==> config.mk <==
export PLATFORM = sky130hd
export DESIGN_NAME = line_interp_pbp
export DESIGN_NICKNAME = d
export VERILOG_FILES = /design/src/rtl/interp_pkg.sv /design/src/rtl/step_rate_div.sv /design/src/rtl/line_interp_pbp.sv
export SDC_FILE = /design/constraint.sdc
export NUM_CORES = 1
export LEC_CHECK = 0
export ABC_AREA = 1
export ABC_CLOCK_PERIOD_IN_PS = 8000
export CORE_MARGIN = 10
export CORE_UTILIZATION = 38
export CTS_BUF_LIST = sky130_fd_sc_hd__clkbuf_8 sky130_fd_sc_hd__clkbuf_16
export DETAILED_ROUTE_END_ITERATION = 7
export REMOVE_ABC_BUFFERS = 1
export SKIP_LAST_GASP = 1
export SLEW_MARGIN = 5
export SYNTH_ARGS = -nofsm -noshare
export SYNTH_HDL_FRONTEND = slang
export SYNTH_SLANG_ARGS = --single-unit
==> constraint.sdc <==
create_clock -name pulse_clk -period 8 [get_ports pulse_clk]
set_input_delay 1.6 -clock pulse_clk [delete_from_list [all_inputs] [get_ports pulse_clk]]
set_output_delay 1.6 -clock pulse_clk [all_outputs]
set_load 0.02 [all_outputs]
==> src/rtl/interp_pkg.sv <==
// Definitions shared by the linear and circular interpolators: FSM encodings,
// direction/axis encodings and a sign-magnitude helper.
package interp_pkg;

  localparam logic [2:0] S_IDLE = 3'd0;
  localparam logic [2:0] S_INIT = 3'd1;
  localparam logic [2:0] S_WORK = 3'd2;
  localparam logic [2:0] S_OVER = 3'd3;

  localparam logic DIR_POS = 1'b0;
  localparam logic DIR_NEG = 1'b1;

  typedef enum logic {
    AXIS_X = 1'b0,
    AXIS_Y = 1'b1
  } axis_e;

  // Callers sign-extend narrower coordinates into this width before use.
  localparam int ABS_W = 64;

  function automatic logic [ABS_W-1:0] abs_signed(input logic signed [ABS_W-1:0] v);
    return v[ABS_W-1] ? unsigned'(-v) : unsigned'(v);
  endfunction

endpackage

==> src/rtl/step_rate_div.sv <==
// Feed-rate pacing counter: one tick every div+1 enabled, non-held cycles.
module step_rate_div #(
  parameter int DIV_W = 12
) (
  input  logic             clk,
  input  logic             rst_n,
  input  logic             clr,
  input  logic             en,
  input  logic             hold,
  input  logic [DIV_W-1:0] div,
  output logic             tick
);

  logic [DIV_W-1:0] cnt;

  assign tick = en && !hold && (cnt == div);

  always_ff @(posedge clk or negedge rst_n) begin
    if (!rst_n) begin
      cnt <= '0;
    end else if (clr) begin
      cnt <= '0;
    end else if (en && !hold) begin
      cnt <= tick ? '0 : cnt + DIV_W'(1);
    end
  end

endmodule

==> src/rtl/line_interp_pbp.sv <==
// Point-by-point linear interpolator: paces steps with feed_div and chooses the
// axis of each step from the sign of the deviation accumulator F.
module line_interp_pbp
  import interp_pkg::*;
#(
  parameter int W     = 16,
  parameter int DIV_W = 12
) (
  input  logic                pulse_clk,
  input  logic                sys_rst_l,
  input  logic                start,
  input  logic                abort,
  input  logic                hold,
  input  logic signed [W-1:0] Xe,
  input  logic signed [W-1:0] Ye,
  input  logic [DIV_W-1:0]    feed_div,
  output logic                step_x,
  output logic                step_y,
  output logic                dir_x,
  output logic                dir_y,
  output logic                busy,
  output logic                done,
  output logic                aborted,
  output logic [W:0]          steps_left
);

  logic [2:0]              state;
  logic [W-1:0]            xa;
  logic [W-1:0]            ya;
  logic [DIV_W-1:0]        feed_div_q;
  logic signed [W+1:0]     f_acc;
  logic                    tick;
  logic                    tick_en;
  logic                    tick_clr;
  axis_e                   step_axis;
  logic signed [ABS_W-1:0] xe_ext;
  logic signed [ABS_W-1:0] ye_ext;

  assign xe_ext = ABS_W'(Xe);
  assign ye_ext = ABS_W'(Ye);

  assign busy = (state != S_IDLE);
  assign done = (state == S_OVER);

  // Pacing runs only while steps remain; abort freezes it so no step escapes.
  assign tick_clr = (state != S_WORK);
  assign tick_en  = (state == S_WORK) && (steps_left != '0) && !abort;

  // With Xa==0 F stays 0, so the Y-only move must be forced explicitly.
  assign step_axis = ((xa == '0) || f_acc[W+1]) ? AXIS_Y : AXIS_X;

  step_rate_div #(
    .DIV_W(DIV_W)
  ) u_rate (
    .clk  (pulse_clk),
    .rst_n(sys_rst_l),
    .clr  (tick_clr),
    .en   (tick_en),
    .hold (hold),
    .div  (feed_div_q),
    .tick (tick)
  );

  always_ff @(posedge pulse_clk or negedge sys_rst_l) begin
    if (!sys_rst_l) begin
      state      <= S_IDLE;
      xa         <= '0;
      ya         <= '0;
      feed_div_q <= '0;
      f_acc      <= '0;
      dir_x      <= 1'b0;
      dir_y      <= 1'b0;
      step_x     <= 1'b0;
      step_y     <= 1'b0;
      aborted    <= 1'b0;
      steps_left <= '0;
    end else begin
      step_x <= 1'b0;
      step_y <= 1'b0;
      case (state)
        S_IDLE: begin
          if (start) begin
            state      <= S_INIT;
            xa         <= W'(abs_signed(xe_ext));
            ya         <= W'(abs_signed(ye_ext));
            dir_x      <= Xe[W-1] ? DIR_NEG : DIR_POS;
            dir_y      <= Ye[W-1] ? DIR_NEG : DIR_POS;
            feed_div_q <= feed_div;
            f_acc      <= '0;
          end
        end
        S_INIT: begin
          steps_left <= {1'b0, xa} + {1'b0, ya};
          if (abort || ((xa == '0) && (ya == '0))) begin
            state   <= S_OVER;
            aborted <= abort;
          end else begin
            state <= S_WORK;
          end
        end
        S_WORK: begin
          if (abort) begin
            state   <= S_OVER;
            aborted <= 1'b1;
          end else if (steps_left == '0) begin
            state <= S_OVER;
          end else if (tick) begin
            steps_left <= steps_left - (W+1)'(1);
            if (step_axis == AXIS_X) begin
              step_x <= 1'b1;
              f_acc  <= f_acc - $signed({2'b00, ya});
            end else begin
              step_y <= 1'b1;
              if (xa != '0) f_acc <= f_acc + $signed({2'b00, xa});
            end
          end
        end
        S_OVER: begin
          state   <= S_IDLE;
          aborted <= 1'b0;
        end
        default: state <= S_IDLE;
      endcase
    end
  end

endmodule

Word level (Yosys, flattened, before mapping)

Index checks and enable logic that the tools add are counted.

Muxes and demuxes: 37
Eq/ne operators: 13
Add/subtract/negate cells: 7
Reductions and logical operators: 25

Operator list:

| kind                                                                     | number |
|---|---|
| 18-bit two-way mux                                                       | 6 |
| 17-bit two-way mux                                                       | 3 |
| 12-bit two-way mux                                                       | 3 |
| 18-bit one-hot mux with 2 select lines                                   | 1 |
| 17-bit one-hot mux with 2 select lines                                   | 1 |
| 16-bit logical NOT                                                       | 2 |
| 16-bit two-way mux                                                       | 2 |
| 16-bit negation                                                          | 2 |
| 18-bit by 17-bit adder with 18-bit output                                | 1 |
| 18-bit by 17-bit subtractor with 18-bit output                           | 1 |
| 16-bit by 16-bit adder with 17-bit output                                | 1 |
| 17-bit logical NOT                                                       | 1 |
| 17-bit nonzero test                                                      | 1 |
| 17-bit by 1-bit subtractor with 17-bit output (second input constant)    | 1 |
| 1-bit two-way mux                                                        | 16 |
| 16-bit nonzero test                                                      | 1 |
| 12-bit by 1-bit adder with 12-bit output (second input constant)         | 1 |
| 12-bit == test                                                           | 1 |
| 2-bit inequality test (second input constant)                            | 5 |
| 3-bit two-way mux                                                        | 3 |
| 3-bit by 2-bit inequality test with 1-bit output (second input constant) | 3 |
| 3-bit one-hot mux with 3 select lines                                    | 1 |
| 3-bit by 2-bit == test with 1-bit output (second input constant)         | 2 |
| 6-bit AND reduction                                                      | 1 |
| other kinds (12)                                                         | 22 |

Output and inout bits: 24
Flip-flop bits (word level): 99
Logic and storage cells: 94
Input bits: 49

Depth between registers and ports, before layout

Gate-level depths: netlist of run 1.

Word-level depth: 9
Mapped depth: 22

Modules after synthesis

From an unflattened synthesis of run 1, not the netlist that was laid out.

Cell total of the unflattened synthesis: 1217
Area, all modules: 8021.4 sq um

By module, submodules not included:

| module          | area each (sq um) | cells an instance | times used |
|---|---|---|---|
| line_interp_pbp | 7033.0            | 1069              | 1 |
| step_rate_div   | 988.4             | 148               | 1 |

Worst setup path before layout of run 1

OpenSTA, ideal clock, no wires.

Path type: input -> register
Start: input Ye[0]
End: register ya[12]
Arrival: 2587 ps
Data required time: 7867 ps
Setup time: 133 ps
Slack: 5280 ps
Cell stages on the path: 8
Path buffers: 0
Cells stage by stage: inv_1 ha_1 nand2_1 nor3_1 nand2_1 o21ai_0 xor2_1 o21ai_0

Longest elaborated chain between the ends: 2

Ends and longest elaborated chain:

| element                | RTL line              | RTL |
|---|---|---|
| start: declaration     | line_interp_pbp.sv:15 | `input logic signed [W-1:0] Ye,` |
| 16-bit negation        | interp_pkg.sv:22      | `return v[ABS_W-1] ? unsigned'(-v) : unsigned'(v);` |
| 16-bit two-way mux     | interp_pkg.sv:22      |  |
| end signal: assignment | line_interp_pbp.sv:85 | `ya <= W'(abs_signed(ye_ext));` |
| end: declaration       | line_interp_pbp.sv:29 | `logic [W-1:0] ya;` |

No other way between the ends.
A chain may end at the register's enable or synchronous reset.

Final worst setup path of run 1

Start: register xa[14]
End: register f_acc[17]

Longest elaborated chain between the ends: 8
Elaborated cells on any way between the ends: 13
Classes of those cells: 1 x add/sub; 1 x eq/ne; 7 x mux; 4 x reduce/logical

Ends and longest elaborated chain:

| element                                                                                           | RTL line               | RTL |
|---|---|---|
| start: declaration                                                                                | line_interp_pbp.sv:28  | `logic [W-1:0] xa;` |
| start signal: assignment                                                                          | line_interp_pbp.sv:84  | `xa <= W'(abs_signed(xe_ext));` |
| parallel branches: the longest is 8 deep, another holds 18-bit by 17-bit adder with 18-bit output | -                      |  |
| end signal: assignment                                                                            | line_interp_pbp.sv:111 | `f_acc <= f_acc - $signed({2'b00, ya});` |
| end signal: assignment                                                                            | line_interp_pbp.sv:114 | `if (xa != '0) f_acc <= f_acc + $signed({2'b00, xa});` |
| end: declaration                                                                                  | line_interp_pbp.sv:31  | `logic signed [W+1:0] f_acc;` |

Several ways; the timed one is not identified. The select of a mux whose other input is x is not followed.

==> results of run 1 <==
-- metrics by stage --
stage | utilization | hold slack [ns] | cell area [µm²]
2_1_floorplan | - | 0.462 | 7800
3_3_place_gp | 0.435 | 0.469 | 8880
3_5_place_dp | 0.435 | 0.473 | 8880
4_1_cts | 0.449 | 0.493 | 9160
5_1_grt | 0.449 | 0.525 | 9160
6_report | 0.449 | 0.486 | 9160
-- worst max-delay path, cell delays in order (launching register included) --
cell and delay, ns:
dfrtp_1 0.44, nor2_1 0.13, nand2_1 0.06, nor2_1 0.12
nand2_1 0.15, nand2_1 0.41, inv_1 0.37, o21ai_0 0.54
inv_1 0.09, ha_1 0.38, a21oi_1 0.20, o21ai_0 0.12
nor2_1 0.18, nand2_1 0.08, nand2_1 0.06, nand3_1 0.08
o21ai_2 0.13
-- state kept, by name (all words and copies together), names as in the netlist, 2 cells and up --
signal / cells
xa: 16
steps_left: 17
ya: 16
state: 2
f_acc: 18
feed_div_q: 12
u_rate.cnt: 12
-- report_power, final --
part,switching [mW],internal (mW)
Clock,0.215,0.217
Sequential,0.218,0.678
Combinational,1.56,0.842
-- cell usage after synthesis (4+ instances only) --
master | instances | area [µm²]
nor2_1 | 120 | 450
nand3b_1 | 14 | 105
a21oi_1 | 51 | 255
o31ai_1 | 5 | 37.5
nand4_1 | 8 | 50.1
nand2_1 | 380 | 1430
nand3_1 | 68 | 340
a31oi_1 | 4 | 25.0
o21ai_2 | 16 | 140
clkbuf_1 | 16 | 60.1
nor3_1 | 22 | 110
a21o_1 | 4 | 30.0
nand2_2 | 25 | 156
o21ai_0 | 88 | 440
ha_1 | 42 | 526
xor2_1 | 31 | 272
xnor2_1 | 19 | 166
dfrtp_1 | 98 | 2450
nor2_2 | 8 | 50.1
inv_1 | 120 | 450
or2_2 | 7 | 43.8
-- layout make-up --
cell class                      instances  area [µm²]  area share
Sequential cell                        98        2450       0.268
Inverter                              125         474      0.0517
Clock buffer                            9         225      0.0246
Multi-Input combinational cell        936        4870       0.532
Clock inverter                          7        58.8     0.00642
Timing Repair Buffer                   75         741      0.0808
Tap cell                              270         338      0.0369
-- routing by layer --
| metal | routed length [µm] | share of wire | vias to the layer above |
|---|---|---|---|
| met4 | 276 | 0.013 | 0 |
| li1 | - | - | 3931 |
| met2 | 9370 | 0.44 | 132 |
| met3 | 967 | 0.045 | 18 |
| met1 | 10700 | 0.50 | 3344 |
| met5 | 0 | 0 | - |
-- worst min path at each step --
stage               cells after the start  slack [ns]               endpoint
floorplan                               2        0.46  f_acc[12]$_DFFE_PN0P_
global placement                        2        0.47    aborted$_DFFE_PN0P_
global route                            2        0.53  f_acc[14]$_DFFE_PN0P_
CTS                                     2        0.49    aborted$_DFFE_PN0P_
detailed placement                      2        0.47      dir_y$_DFFE_PN0P_
finish                                  2        0.49    aborted$_DFFE_PN0P_
-- kinds of logic (layout without fill, tap and decap cells) --
group           Yosys count  count (layout)  share of synthesized area
simple gates            663             663                      0.358
mux                       1               1                    0.00125
fa+ha+maj                44              44                     0.0708
xor+xnor                 50              50                     0.0549
compound gates          178             178                      0.125
buf+inv                 151             216                     0.0826
flops                    98              98                      0.307
==> out/metrics.cfg, run 1 <==
[power_and_ir_drop]
power_density_mw_per_mm2=407
leakagePower_nw=4.56
total_power_mw=3.73
ir_drop_mv=0.139

[global_routing]
grt_use_met1=0.227
antenna_found_initial=0
grt-ovfl-total=0
met2_usage=0.253
gr-usage-met3=0.0304
grt.busiest_layer=met2
grt_use_total=0.163
grt_pass1_wl_um=36400
grt_pass1_vias=7333
grt_max_degree=78

[yosys]
synth_seq_cells=98
yosysSeqAreaShare=0.307
avgSynthCellArea_um2=6.74
synth_cell_type_count=45
syn_area_mm2=0.00798
async_flop_share=1.00
synthCells=1185
ys.flop_type=dfrtp_1
synth_edf_count=0
yosysWarnings=0

[critical_path]
reg2reg_slack_ns=4.37
setup.worst_path.class=flip-flop to flip-flop
reg2reg_to=f_acc[17]$_DFFE_PN0P_
required_ns=8.29
cp-startpoint=xa[14]$_DFFE_PN0P_
cp.arrival_ns=3.92
rr_startpoint=xa[14]$_DFFE_PN0P_
worstRegToRegCells=16
cp-end-kind=flip-flop
start_kind=flip-flop
crit_path_end=f_acc[17]$_DFFE_PN0P_
cp_max_fo=20

[detailed_routing]
wirelength_um=21300
drt_iter0_drc=419
detail_route.wl_per_cell_um=14.0
vias=7425
drtAntennaViolNets=0
drc=0
viasPerCell=4.88
firstDrtPassIters=5

[sta]
rsz0062_at_grt=false
max_freq_mhz=276
slew_viol_final=0
setup_viol=0
skew_ns=0.0111
worst_pin_slew_ns=1.06
fin_crit_ns=3.63
min_period_over_period=0.454
setup_tns_ns=0
relSlewSlack=0.290
final_hold_viol_count=0
fin_ws_ns=4.37

[cells_and_area]
drive_gt1_frac=0.0696
final_common_cell=nand2_1
synthToLayoutAreaGrowth_pct=14.8
diodes=0
nFillCells=2179
final_cell_mix=nand2_1, inv_1, nor2_1, dfrtp_1, o21ai_0
num-nets-final=1338
final_cells=1520

[cts]
cts.htree.levels=3
clkTransAtPathRegs_ns=0.08
ctsResizeCount=0
numClockSinks=98
clockRootBuffer=clkbuf_16
insertion_delay_ns=0.36
cts_made_buffers=9
cts_tree=built
cts_buffer_depth=2
postCtsSetupBuffers=0
cts-hold-fix-buffers=0

[worst_hold_path]
hp-class=flip-flop to flip-flop
hold_path_startpoint=aborted$_DFFE_PN0P_

[floorplan]
row_count=52
coreArea_mm2=0.0204
dieHeight_um=165
die_x_um=165
start_util=0.391
dieArea_mm2=0.0272
io_pins=73

[placed_design]
preCtsSetupSlack_ns=3.99
port_buffers=72
gp_congestion=0.894
hpwl_um=16600
dp_cells=1504

[job]
drv_cap=0

[outcome]
status=complete, no violations

Power figures use the tool's default switching activity.
==> inputs of run 2 (changes only) <==
--- a/config.mk
+++ b/config.mk
@@ -6,7 +6,7 @@
 export NUM_CORES = 1
 export LEC_CHECK = 0
 export ABC_AREA = 1
-export ABC_CLOCK_PERIOD_IN_PS = 8000
+export ABC_CLOCK_PERIOD_IN_PS = 3300
 export CORE_MARGIN = 10
 export CORE_UTILIZATION = 38
 export CTS_BUF_LIST = sky130_fd_sc_hd__clkbuf_8 sky130_fd_sc_hd__clkbuf_16
==> constraint.sdc (replaced) <==
create_clock -name pulse_clk -period 3.3 [get_ports pulse_clk]
set_input_delay 0.66 -clock pulse_clk [delete_from_list [all_inputs] [get_ports pulse_clk]]
set_output_delay 0.66 -clock pulse_clk [all_outputs]
set_load 0.02 [all_outputs]
==> out/metrics.cfg, run 2 (same netlist as run 1, synthesis figures left out) <==
[floorplan]
coreArea_mm2=0.0204
io_pins=73
row_count=52
die_x_um=165
dieHeight_um=165
dieArea_mm2=0.0272
start_util=0.391

[detailed_routing]
drc=0
vias=7601
wirelength_um=21900
detail_route.wl_per_cell_um=14.2
drt_iter0_drc=438
firstDrtPassIters=5
viasPerCell=4.95
drtAntennaViolNets=0

[cells_and_area]
top_regs=f_acc: 18 flops, steps_left: 17 flops
diodes=0
nFillCells=2142
largest_reg_flops=18
utilization=0.457
num-nets-final=1353
seqCellArea_mm2=0.00245
final_cell_mix=nand2_1, inv_1, nor2_1, dfrtp_1, o21ai_0
final_common_cell=nand2_1
final_area_mm2=0.00935
multi_input_area_mm2=0.00491
regMostFlops=f_acc
drive_gt1_frac=0.0877
synthToLayoutAreaGrowth_pct=17.1

[critical_path]
cp_max_fo=6
cp.arrival_ns=3.35
cp-end-kind=flip-flop
start_kind=flip-flop
setup.worst_path.class=flip-flop to flip-flop
required_ns=3.58

[power_and_ir_drop]
combPwrFrac=0.652
p_seq_frac=0.230
ir_drop_mv=0.510
switchingPower_mw=4.96
p_sw_frac=0.532
power_density_mw_per_mm2=997
leakagePower_nw=4.64
clkPwrFrac=0.118
total_power_mw=9.32
p_int_mw=4.36

[cts]
numClockSinks=98
cts.htree.levels=3
cts_buffer_depth=2
cts-hold-fix-buffers=0
cts_tree=built
clkTransAtPathRegs_ns=0.08
insertion_delay_ns=0.37
clockRootBuffer=clkbuf_16
cts_made_buffers=9

[sta]
min_period_over_period=0.929
rsz0062_at_grt=true
fin_hold_ws_ns=0.318
final_hold_viol_count=0
setup_viol=0
fin_crit_ns=3.07
skew_ns=0.0156
fin_ws_ns=0.235
relSlewSlack=0.539
max_freq_mhz=326
slew_viol_final=0
worst_pin_slew_ns=0.692

[placed_design]
placed_area_mm2=0.00897
preCtsSetupSlack_ns=0.135
port_buffers=72
hpwl_um=17300
gp_congestion=0.917

[global_routing]
grt-ovfl-total=0
antenna_found_initial=0
grt_max_degree=63
grt_pass1_vias=7201
grt_pass1_wl_um=36500
grt_use_total=0.164

[outcome]
status=complete, no violations

[worst_hold_path]
hp-class=primary input to async pin

[job]
drv_cap=0

-- run 2: power by group through the flow --
| stage | combinational [mW] | clock [mW] | sequential (mW) |
|---|---|---|---|
| after floorplan | 4.12 | 0 | 2.14 |
| after global placement | 5.95 | 0 | 2.14 |
| after detailed placement | 5.95 | 0 | 2.15 |
| after CTS | 5.97 | 1.12 | 2.13 |
| after global routing | 6.89 | 1.18 | 2.21 |
| final | 6.08 | 1.10 | 2.14 |
-- run 2: stage by stage --
stage          TNS, ns  std cells
2_1_floorplan        0       1159
3_3_place_gp         0       1514
3_5_place_dp         0       1514
4_1_cts              0       1530
5_1_grt        -0.0314       1535
6_report             0       1535
-- run 2: worst max-delay path, cell delays in order (launching register included) --
cell        delay [ns]
dfrtp_1           0.42
nor2_1            0.12
nand2_1           0.08
nor2_1            0.15
nand2_1           0.13
nand2_1           0.15
clkinvlp_4        0.15
buf_4             0.16
nand3_1           0.06
o21ai_0           0.17
ha_1              0.41
buf_4             0.16
a21o_1            0.16
a21oi_1           0.13
nand2_1           0.11
nand2_1           0.10
nand2_1           0.05
nand2_1           0.05
nand3_1           0.09
o21ai_2           0.13
-- run 2: path summary, 6_finish.rpt --
check,from,end,slack [ns],cells past startpoint
setup / recovery,xa[3]$_DFFE_PN0P_,f_acc[12]$_DFFE_PN0P_,0.23,19
hold / removal,sys_rst_l,f_acc[3]$_DFFE_PN0P_,0.32,1
setup reg to reg,xa[3]$_DFFE_PN0P_,f_acc[12]$_DFFE_PN0P_,0.23,19
hold reg to reg,aborted$_DFFE_PN0P_,aborted$_DFFE_PN0P_,0.48,2
max in group asynchronous,sys_rst_l,ya[2]$_DFFE_PN0P_,2.22,2
min in group pulse_clk,aborted$_DFFE_PN0P_,aborted$_DFFE_PN0P_,0.48,2
-- run 2: final cells by class --
| class | count | share of cell area |
|---|---|---|
| Clock buffer | 9 | 0.0241 |
| Clock inverter | 7 | 0.00817 |
| Inverter | 125 | 0.0511 |
| Multi-Input combinational cell | 936 | 0.525 |
| Sequential cell | 98 | 0.263 |
| Tap cell | 270 | 0.0361 |
| Timing Repair Buffer | 90 | 0.0926 |
-- run 2: repair_timing --
action,4_1_cts,5_1_grt
resized for setup,0,14
setup endpoints to repair,0,10
setup buffers,0,5
-- run 2: layer usage --
| metal | track usage | wire length [µm] | vias up |
|---|---|---|---|
| met3 | 0.0266 | 1080 | 24 |
| met5 | 0 | 0 | - |
| met1 | 0.225 | 10800 | 3449 |
| met2 | 0.261 | 9660 | 155 |
| met4 | 0.0439 | 322 | 0 |
| li1 | - | - | 3973 |
